<file path="config.mk">
export PLATFORM = sky130hd
export DESIGN_NAME = cp0_ctrl
export DESIGN_NICKNAME = d
export VERILOG_FILES = /design/src/rtl/cp0_ctrl.sv
export SDC_FILE = /design/constraint.sdc
export NUM_CORES = 1
export LEC_CHECK = 0
export BUFFER_PORTS_ARGS = -buffer_cell sky130_fd_sc_hd__clkbuf_2
export CORE_AREA = 5 5 88 90
export CTS_BUF_LIST = sky130_fd_sc_hd__clkbuf_16
export DETAILED_ROUTE_END_ITERATION = 8
export DIE_AREA = 0 0 93 95
export GPL_ROUTABILITY_DRIVEN = 0
export HOLD_SLACK_MARGIN = 0.12
export PLACE_DENSITY = 0.85
export SYNTH_ARGS = -nofsm -noshare
export SYNTH_HDL_FRONTEND = slang
export SYNTH_SLANG_ARGS = --single-unit
export TNS_END_PERCENT = 5
</file>
<file path="constraint.sdc">
create_clock -name clk_i -period 2.7 [get_ports clk_i]
set_input_delay 0.405 -clock clk_i [delete_from_list [all_inputs] [get_ports clk_i]]
set_output_delay 0.405 -clock clk_i [all_outputs]
set_load 0.03 [all_outputs]
</file>
<file path="src/rtl/cp0_ctrl.sv">
// CP0 for the 5-stage MIPS pipeline: SR/Cause/EPC/PRId, interrupt and exception arbitration.
// Optional Count/Compare timer (regs 9/11) is enabled by defining CP0_TIMER_EN.
module cp0_ctrl #(
  parameter logic [31:0] PRID_VALUE = 32'h2018_1123,
  parameter int unsigned HWINT_W    = 6
) (
  input  logic               clk_i,
  input  logic               rst_i,
  input  logic [4:0]         a1_i,
  input  logic [4:0]         a2_i,
  input  logic [31:0]        din_i,
  input  logic               we_i,
  input  logic [31:0]        pc_i,
  input  logic               bd_i,
  input  logic [4:0]         exc_code_i,
  input  logic [HWINT_W-1:0] hw_int_i,
  input  logic               exl_clr_i,
  output logic               int_req_o,
  output logic [31:0]        epc_o,
  output logic [31:0]        dout_o
);

  logic [5:0]  im_q, im_d, ip_q, ip_d, hw_lines;
  logic        exl_q, exl_d, ie_q, ie_d, bd_q, bd_d;
  logic [4:0]  exc_code_q, exc_code_d;
  logic [29:0] epc_q, epc_d;
  logic        intp, excp, mtc0;
  logic [31:0] epc_src;

`ifdef CP0_TIMER_EN
  logic [31:0] count_q, count_d, compare_q, compare_d;
  logic        ti_q, ti_d;
`endif

  always_comb begin
    hw_lines = 6'(hw_int_i);
`ifdef CP0_TIMER_EN
    hw_lines[5] = hw_lines[5] | ti_q;
`endif
  end

  assign intp      = ie_q & (|(hw_lines & im_q));
  assign excp      = (exc_code_i != 5'd0);
  assign int_req_o = ~exl_q & (intp | excp);
  // A write from a flushed instruction must not land.
  assign mtc0      = we_i & ~int_req_o;
  assign epc_src   = bd_i ? (pc_i - 32'd4) : pc_i;
  assign epc_o     = {epc_q, 2'b00};

  always_comb begin
    im_d       = im_q;
    exl_d      = exl_q;
    ie_d       = ie_q;
    bd_d       = bd_q;
    exc_code_d = exc_code_q;
    epc_d      = epc_q;
    ip_d       = hw_lines;
    if (int_req_o) begin
      exl_d      = 1'b1;
      bd_d       = bd_i;
      exc_code_d = intp ? 5'd0 : exc_code_i;
      epc_d      = epc_src[31:2];
    end else begin
      if (mtc0 && a2_i == 5'd12) begin
        im_d  = din_i[15:10];
        exl_d = din_i[1];
        ie_d  = din_i[0];
      end
      if (mtc0 && a2_i == 5'd14) epc_d = din_i[31:2];
      // eret wins over an SR write for EXL only.
      if (exl_clr_i) exl_d = 1'b0;
    end
  end

`ifdef CP0_TIMER_EN
  always_comb begin
    count_d   = (mtc0 && a2_i == 5'd9) ? din_i : count_q + 32'd1;
    compare_d = (mtc0 && a2_i == 5'd11) ? din_i : compare_q;
    if (mtc0 && a2_i == 5'd11)                            ti_d = 1'b0;
    else if (count_q == compare_q && compare_q != 32'd0) ti_d = 1'b1;
    else                                                  ti_d = ti_q;
  end

  always_ff @(posedge clk_i or posedge rst_i) begin
    if (rst_i) begin
      count_q   <= 32'd0;
      compare_q <= 32'd0;
      ti_q      <= 1'b0;
    end else begin
      count_q   <= count_d;
      compare_q <= compare_d;
      ti_q      <= ti_d;
    end
  end
`endif

  always_ff @(posedge clk_i or posedge rst_i) begin
    if (rst_i) begin
      im_q       <= 6'd0;
      exl_q      <= 1'b0;
      ie_q       <= 1'b0;
      bd_q       <= 1'b0;
      exc_code_q <= 5'd0;
      epc_q      <= 30'd0;
      ip_q       <= 6'd0;
    end else begin
      im_q       <= im_d;
      exl_q      <= exl_d;
      ie_q       <= ie_d;
      bd_q       <= bd_d;
      exc_code_q <= exc_code_d;
      epc_q      <= epc_d;
      ip_q       <= ip_d;
    end
  end

  always_comb begin
    dout_o = 32'd0;
    case (a1_i)
      5'd12:   dout_o = {16'd0, im_q, 8'd0, exl_q, ie_q};
      5'd13:   dout_o = {bd_q, 15'd0, ip_q, 3'd0, exc_code_q, 2'd0};
      5'd14:   dout_o = {epc_q, 2'b00};
      5'd15:   dout_o = PRID_VALUE;
`ifdef CP0_TIMER_EN
      5'd9:    dout_o = count_q;
      5'd11:   dout_o = compare_q;
`endif
      default: dout_o = 32'd0;
    endcase
  end

endmodule

</file>
==> impl_metrics.ini, run 1 <==
[global_routing]
grt_pass1_vias = 3440
use_met3 = 0.0382
grt_use_met2 = 0.435
use_met1 = 0.318
antenna_found_initial = 0
grt-ovfl-total = 0
grtUsageTotal = 0.248
grt_pass1_wl_um = 17400
grt_max_degree = 51
busiest_layer = met2

[worst_hold_path]
hold_end = ip_q[4]
worstHoldStart = hw_int_i[4]
worstHoldPathType = in -> reg
whs_path_depth = 1

[worst_setup_path]
end_kind = primary output
r2r-end = im_q[4]
arrival_ns = 1.92
startpoint_type = flip-flop
cp_data_required_time_ns = 2.30
worst-r2r-cell-count = 4
rr_startpoint = im_q[0]
path_max_fanout = 19
rrSetupSlack_ns = 0.72
path_class = reg -> out

[yosys]
ys_dominant_reg_cell = dfrtp_1
syn_area_per_cell_um2 = 9.16
synthTopCellsByArea = dfrtp_1, mux2i_1, a31oi_1
synth_top_area_frac = 0.363
synth_common_cells = dfrtp_1, mux2i_1, a31oi_1
yosysMostFrequentCell = dfrtp_1
synth_seq_area_share = 0.363
yosysTopAreaCell = dfrtp_1
ys_ff_latch = 50
synth_edf_count = 0
synthDistinctLibCells = 50
ys_warn_count = 0
synth_area_um2 = 3450
async_flop_share = 1.00
synthCells = 376

[sta]
period_share = 0.859
setup_ws_ns = 0.380
worst_pin_slew_ns = 0.646
fmax_ghz = 0.431
report.final.hold_viol_count = 0
relSlewSlack = 0.570
period_minus_slack_ns = 2.32
tns_ns = 0
rsz0062_at_grt = no
setup_viol = 0
final_max_slew_viol_count = 0
finClkSkew_ns = 0.00950
holdWs_ns = 0.230

[power]
power_density_nw_per_um2 = 871
p_leak_nw = 2.13
p_total_mw = 3.90
worst_ir_drop_vdd_uv = 347

[clocking]
post_cts_buffers = 0
cts_buffers = 5
clk_pin_slew_ns = 0.07
cts_root_buf = clkbuf_16
htreeDepth = 2
hold_buffers = 0
cts.sinks = 50
cts_tree = done
cts_resized = 0
clockBufferDepth = 2
insertion_delay_ns = 0.29

[final_layout]
drive_gt1_frac = 0.380
antenna_cells = 0
area_delta_synth_final_pct = 30.0
final_nets = 613

[route]
antenna_left = 0
drt_pass1_iterations = 5
wirelength_um = 11000
vias_per_cell = 5.93
num_vias = 3589
drc = 0
routedWlPerCell_um = 18.1
drt-initial-drc-count = 326

[floorplan]
fp.dieH_um = 95
die_w_um = 93
placement_rows = 31
initial_core_util = 0.494
ioPinCount = 155
core_area_um2 = 6980
dieArea_um2 = 8840

[placement]
post-place-ws_ns = 0.360
portBuffers = 150
dp.final_hpwl_um = 8540

[run]
max-cap-violations = 0

[run_status]
outcome = complete, no violations
-- layer usage --
metal  up-vias  wire length, um
met2       168             5580
met5         -                0
li1       1694                -
met1      1712             4440
met3        15              746
met4         0              202
-- power breakdown --
group	total, mW	internal [mW]	switching, mW
Clock	0.737	0.444	0.293
Combinational	1.83	0.643	1.19
Sequential	1.33	1.06	0.264
-- critical path: stages, from the launching register on --
cell      delay, ns
dfrtp_1        0.38
a22oi_1        0.13
a311oi_2       0.46
nor2_2         0.09
inv_2          0.29
clkbuf_2       0.27
-- cells in the final DEF (no fill, tap or decap), drive strengths merged, types with 3 or more instances in the layout --
| cell type | instances |
|---|---|
| o31ai | 8 |
| a31oi | 31 |
| nand3 | 3 |
| nand4 | 6 |
| clkbuf | 155 |
| xor2 | 11 |
| nor2b | 8 |
| nor3b | 3 |
| or4 | 9 |
| and2 | 14 |
| a21oi | 9 |
| buf | 15 |
| or3 | 10 |
| nand2 | 9 |
| and4 | 15 |
| dfrtp | 50 |
| nor2 | 29 |
| nor4 | 20 |
| nand4b | 3 |
| a21o | 3 |
| nor3 | 6 |
| mux2i | 36 |
| o21ai | 9 |
| inv | 22 |
| a22oi | 8 |
| mux2 | 10 |
| nand3b | 3 |
| xnor2 | 3 |
-- registers in the layout, summed over array words and instances, names as in the netlist --
name	cells
epc_q	30
im_q	6
ip_q	6
exc_code_q	5
bd_q	1
exl_q	1
ie_q	1
-- worst max path at each step --
stage | start | depth (start not counted) | to
finish | im_q[4] | 5 | int_req_o
global route | im_q[0] | 5 | int_req_o
CTS | im_q[4] | 5 | int_req_o
detailed placement | pc_i[4] | 5 | epc_q[18]
global placement | pc_i[4] | 5 | epc_q[18]
floorplan | hw_int_i[0] | 5 | int_req_o
-- final cells by class --
type	count	area, um^2
inverter	21	78.8
fill	575	2500
timing repair buffer	165	863
clock buffer	5	125
tap	82	103
sequential	50	1250
clock inverter	3	48.8
multi-input combinational	279	2010
-- metrics by stage --
| stage | util | area [um^2] | std cells |
|---|---|---|---|
| finish | 0.641 | 4480 | 605 |
| global route | 0.641 | 4480 | 605 |
| CTS | 0.641 | 4480 | 605 |
| detailed placement | 0.616 | 4300 | 597 |
| global placement | 0.616 | 4300 | 597 |
| floorplan | - | 3450 | 377 |
-- kinds of logic (layout without fill, tap and decap cells) --
| kind of cell | after synthesis | count (layout) | share of synthesized area |
|---|---|---|---|
| adders and majority gates | 1 | 1 | 0.00363 |
| xor gates and xnor gates | 14 | 14 | 0.0356 |
| other | 1 | 2 | 0.00109 |
| muxes | 46 | 46 | 0.137 |
| and+or+nand+nor | 145 | 145 | 0.271 |
| DFF | 50 | 50 | 0.363 |
| AOI/OAI and AO/OA | 71 | 71 | 0.133 |
| buffers and inverters | 48 | 194 | 0.0559 |
Power figures use the tool's default switching activity.
==> run 2, diff against run 1 <==
--- a/constraint.sdc
+++ b/constraint.sdc
@@ -3,2 +3,2 @@
 set_output_delay 0.405 -clock clk_i [all_outputs]
-set_load 0.03 [all_outputs]
+set_load 0.02 [all_outputs]
==> run 2 against run 1 <==
Effect of this change:
- first-iteration DRC count shrank 21%
- die area is the same
- design area shrank 0.61%
- sequential share of layout area grew 0.17 points
- via count shrank 1.4%
- sequential cell count is the same
- global-route usage shrank 0.55 points
- worst hold slack lost 0.0030 ns
- critical path type is now in -> out
- largest power group unchanged
- highest routed layer unchanged
==> impl_metrics.ini, run 2 (synthesized netlist as in run 1, its figures left out) <==
[floorplan]
core_area_um2 = 6980
initial_core_util = 0.494
dieArea_um2 = 8840
placement_rows = 31
fp.dieH_um = 95
ioPinCount = 155
die_w_um = 93

[final_layout]
area_delta_synth_final_pct = 29.2
layout_common_cells = clkbuf_2, dfrtp_1, mux2i_1, a31oi_1, nor2_1
largestRegisters = epc_q x30, im_q x6, ip_q x6
regMostFlops = epc_q
stdcell_area_um2 = 4450
drive_gt1_frac = 0.379
antenna_cells = 0
mostFrequentLayoutCell = clkbuf_2
final_nets = 612
largest_reg_flops = 30

[clocking]
cts_resized = 0
insertion_delay_ns = 0.30
clk_pin_slew_ns = 0.08
clockBufferDepth = 2
cts_tree = done
htreeDepth = 2
post_cts_buffers = 0
hold_buffers = 0
cts_buffers = 5
cts.sinks = 50
cts_root_buf = clkbuf_16

[global_routing]
grt_pass1_vias = 3506
antenna_found_initial = 0
grtUsageTotal = 0.243
grt_pass1_wl_um = 17000
grt-ovfl-total = 0
grt_max_degree = 51

[worst_setup_path]
r2r-end = ie_q
end_kind = primary output
arrival_ns = 1.90
rr_startpoint = im_q[0]
path_class = in -> out
rrSetupSlack_ns = 0.73
cp-startpoint = a1_i[0]
cp_data_required_time_ns = 2.30
worst-r2r-cell-count = 4
path_max_fanout = 15
startpoint_type = input pin

[sta]
worst_pin_slew_ns = 0.820
report.final.hold_viol_count = 0
finClkSkew_ns = 0.00923
period_minus_slack_ns = 2.31
fmax_ghz = 0.433
setup_viol = 0
relSlewSlack = 0.452
final_max_slew_viol_count = 0
period_share = 0.855
tns_ns = 0
rsz0062_at_grt = no

[worst_hold_path]
worstHoldPathType = in -> reg
worstHoldStart = hw_int_i[0]
whs_path_depth = 1
hold_end = ip_q[0]

[route]
vias_per_cell = 5.86
antenna_left = 0
wirelength_um = 10800
num_vias = 3539
drt_pass1_iterations = 5
routedWlPerCell_um = 17.8
drc = 0
drt-initial-drc-count = 259

[placement]
place_area_um2 = 4300
portBuffers = 150
dp.final_hpwl_um = 8380

[run_status]
outcome = complete, no violations

[power]
p_leak_nw = 2.12
worst_ir_drop_vdd_uv = 336
power_density_nw_per_um2 = 811

[run]
max-cap-violations = 0
[run 2: how the worst max path moves through the flow]
stage | to | slack, ns | depth (start not counted)
after floorplan | int_req_o | 0.65 | 5
after global placement | epc_q[18] | 0.40 | 5
after detailed placement | epc_q[24] | 0.37 | 5
after CTS | dout_o[31] | 0.40 | 5
after global routing | dout_o[31] | 0.27 | 5
final | dout_o[31] | 0.39 | 5
[run 2: critical path, stage by stage]
cell and delay, ns:
clkbuf_2 0.27, nor2b_1 0.71, a22oi_1 0.19, nor2_1 0.14
clkbuf_2 0.18
[run 2: where the power goes]
group | leakage [nW] | switching, mW | internal (mW)
clock network | 0.0759 | 0.300 | 0.354
logic | 1.46 | 0.986 | 0.642
registers | 0.586 | 0.262 | 1.06
total | 2.12 | 1.55 | 2.06
[run 2: per-layer routing]
metal  global-route usage  up-vias  wire length (um)
met4               0.0830        0               267
li1                     -     1696                 -
met3               0.0414       22               750
met5                    0        -                 0
met2                0.419      146              5440
met1                0.308     1675              4320
[run 2: layout make-up]
cell class | instances | area (um^2)
clock buffer | 5 | 125
timing repair buffer | 164 | 856
fill | 597 | 2530
clock inverter | 3 | 28.8
sequential | 50 | 1250
tap | 82 | 103
inverter | 21 | 78.8
multi-input combinational | 279 | 2010
[run 2: stage by stage]
stage	hold WS (ns)	total power [mW]	utilization	cells	worst slack (ns)
floorplan	0.436	2.35	-	377	0.654
global placement	0.467	2.91	0.615	596	0.402
detailed placement	0.476	2.96	0.615	596	0.373
CTS	0.225	3.62	0.637	604	0.396
global route	0.221	3.83	0.637	604	0.274
finish	0.227	3.61	0.637	604	0.391
==> run 3, diff against run 2 <==
Settings changed: ABC_AREA set to 1, CORE_AREA 5 5 88 90 to 5 5 90 92, DIE_AREA 0 0 93 95 to 0 0 95 97, PLACE_DENSITY 0.85 to 0.86.
==> run 3 against run 2 <==
Effect of this change:
- via count grew 21%
- utilization is 0.93 points higher
- non-clock buffer count is 8 lower
- combinational power up 8%
- largest cell class unchanged
==> impl_metrics.ini, run 3 <==
[run_status]
outcome = complete, no violations

[yosys]
synthCells = 598
ys_dominant_reg_cell = dfrtp_1
synthTopCellsByArea = dfrtp_1, nand2_1, inv_1
synth_top_area_frac = 0.338
async_flop_share = 1.00
syn_area_per_cell_um2 = 6.20
synth_edf_count = 0
synth_area_um2 = 3700
synth_seq_area_share = 0.338
yosysTopAreaCell = dfrtp_1
synth_common_cells = nand2_1, inv_1, nor2_1
synthDistinctLibCells = 31
ys_ff_latch = 50
ys_warn_count = 0
yosysMostFrequentCell = nand2_1

[sta]
rsz0062_at_grt = no
relSlewSlack = 0.559
setup_viol = 0
fmax_ghz = 0.466
report.final.hold_viol_count = 0
period_share = 0.794
final_max_slew_viol_count = 0
finClkSkew_ns = 0.00566
worst_pin_slew_ns = 0.660
period_minus_slack_ns = 2.14
tns_ns = 0
holdWs_ns = 0.246

[power]
power_density_nw_per_um2 = 805
p_int_mw = 1.97
p_seq_frac = 0.362
worst_ir_drop_vdd_uv = 331
power_frac_comb = 0.473
p_total_mw = 3.71
clockPowerShare = 0.165
p_switching_mw = 1.74
p_sw_frac = 0.469
p_leak_nw = 2.75

[placement]
dp.final_hpwl_um = 9500
portBuffers = 150

[final_layout]
antenna_cells = 0
largestRegisters = epc_q x30, im_q x6, ip_q x6
layout_common_cells = nand2_1, clkbuf_2, inv_1, nor2_1, dfrtp_1
drive_gt1_frac = 0.245
final_util = 0.647
register_area_um2 = 1250
final_nets = 836
mostFrequentLayoutCell = nand2_1
area_delta_synth_final_pct = 24.6
fill_cells = 709
largest_reg_flops = 30
multiInputGateArea_um2 = 1990
regMostFlops = epc_q

[floorplan]
initial_core_util = 0.519
ioPinCount = 155
dieArea_um2 = 9220
die_w_um = 95
core_area_um2 = 7140
fp.dieH_um = 97
placement_rows = 31

[clocking]
cts_root_buf = clkbuf_16
htreeDepth = 2
post_cts_buffers = 0
insertion_delay_ns = 0.29
cts_resized = 0
cts_tree = done
clockBufferDepth = 2
cts_buffers = 5
cts.sinks = 50
clk_pin_slew_ns = 0.06

[worst_setup_path]
path_max_fanout = 16
path_class = in -> out
arrival_ns = 1.74
slowest_delay_ns = 0.38
path_cells = clkbuf_2, nand2_1, nor2_1, nand2_1, buf_4, inv_1, nand2_1, o21ai_0, clkbuf_2
cpMostUsedCell = nand2_1
end_kind = primary output
startpoint_type = input pin
cpMaxStageDelayCell = inv_1
cp_data_required_time_ns = 2.30

[global_routing]
grt_pass1_wl_um = 19200
grt_max_degree = 31
grt_pass1_vias = 4080
grt-ovfl-total = 0
grtUsageTotal = 0.256
antenna_found_initial = 0

[route]
drt_pass1_iterations = 5
antenna_left = 0
drt-initial-drc-count = 320
drc = 0
routedWlPerCell_um = 14.0
vias_per_cell = 5.08
num_vias = 4290
wirelength_um = 11800

[run]
max-cap-violations = 0

[worst_hold_path]
worstHoldPathType = in -> reg
[run 3: cell count changes in the layout (fill, tap and decap cells not counted), moves of 13 or more]
cell,change
and4_1,-15
a31oi_1,-31
nor4_1,-17
nand3_1,+38
inv_1,+59
nand2_1,+247
mux2i_1,-36
o21ai_0,+24
and2_1,-13
nor2_1,+42
[run 3: critical path, delay by kind of cell]
family	cells	cell delay [ns]
simple gates	4	0.36
compound gates	1	0.11
buf+inv	4	0.86
[run 3: what timing repair did]
| action | CTS | global route |
|---|---|---|
| hold buffers | 1 | 0 |
| setup endpoints to repair | 0 | 0 |
| endpoints found under the hold margin | 11 | 0 |
[run 3: per-stage QoR]
stage	instance area [um^2]	setup slack, ns	std cells
6_report	4620	0.556	845
4_1_cts	4620	0.586	845
3_3_place_gp	4460	0.638	836
5_1_grt	4620	0.410	845
2_1_floorplan	3710	0.983	599
3_5_place_dp	4460	0.587	836
[run 3: kinds of logic after synthesis]
logic type                 count (synthesis)  synth area share
other                                      1           0.00101
xor gates and xnor gates                  12            0.0284
buffers and inverters                     99             0.125
adders and majority gates                  1           0.00338
AOI/OAI and AO/OA                         47            0.0746
and+or+nand+nor                          388             0.430
DFF                                       50             0.338
[run 3: path summary, 6_finish.rpt]
check | start | end | slack [ns] | cells past startpoint
min reg2reg | bd_q | bd_q | 0.50 | 2
max | a1_i[3] | dout_o[2] | 0.56 | 9
max in group asynchronous | rst_i | epc_q[28] | 1.29 | 4
min in group asynchronous | rst_i | epc_q[15] | 0.65 | 3
min | hw_int_i[3] | ip_q[3] | 0.25 | 1
max reg2reg | im_q[3] | im_q[0] | 0.79 | 10
[run 3: cell type report]
cell class | count | share of cell area
Clock inverter | 3 | 0.00352
Clock buffer | 5 | 0.0271
Tap cell | 99 | 0.0268
Multi-Input combinational cell | 450 | 0.432
Timing Repair Buffer | 156 | 0.173
Inverter | 82 | 0.0667
Sequential cell | 50 | 0.271
[run 3: layer usage]
metal / share of wire / global-route usage / wire, um / vias up
li1: - / - / - / 2120
met1: 0.41 / 0.340 / 4810 / 1939
met2: 0.49 / 0.438 / 5830 / 203
met3: 0.078 / 0.0295 / 916 / 28
met4: 0.021 / 0.0655 / 247 / 0
met5: 0 / 0 / 0 / -
[run 3: power groups by stage]
stage | clock (mW) | combinational, mW | sequential [mW]
floorplan | 0 | 1.01 | 1.56
global placement | 0 | 1.69 | 1.32
detailed placement | 0 | 1.74 | 1.34
CTS | 0.619 | 1.76 | 1.33
global route | 0.645 | 1.95 | 1.37
finish | 0.614 | 1.76 | 1.34
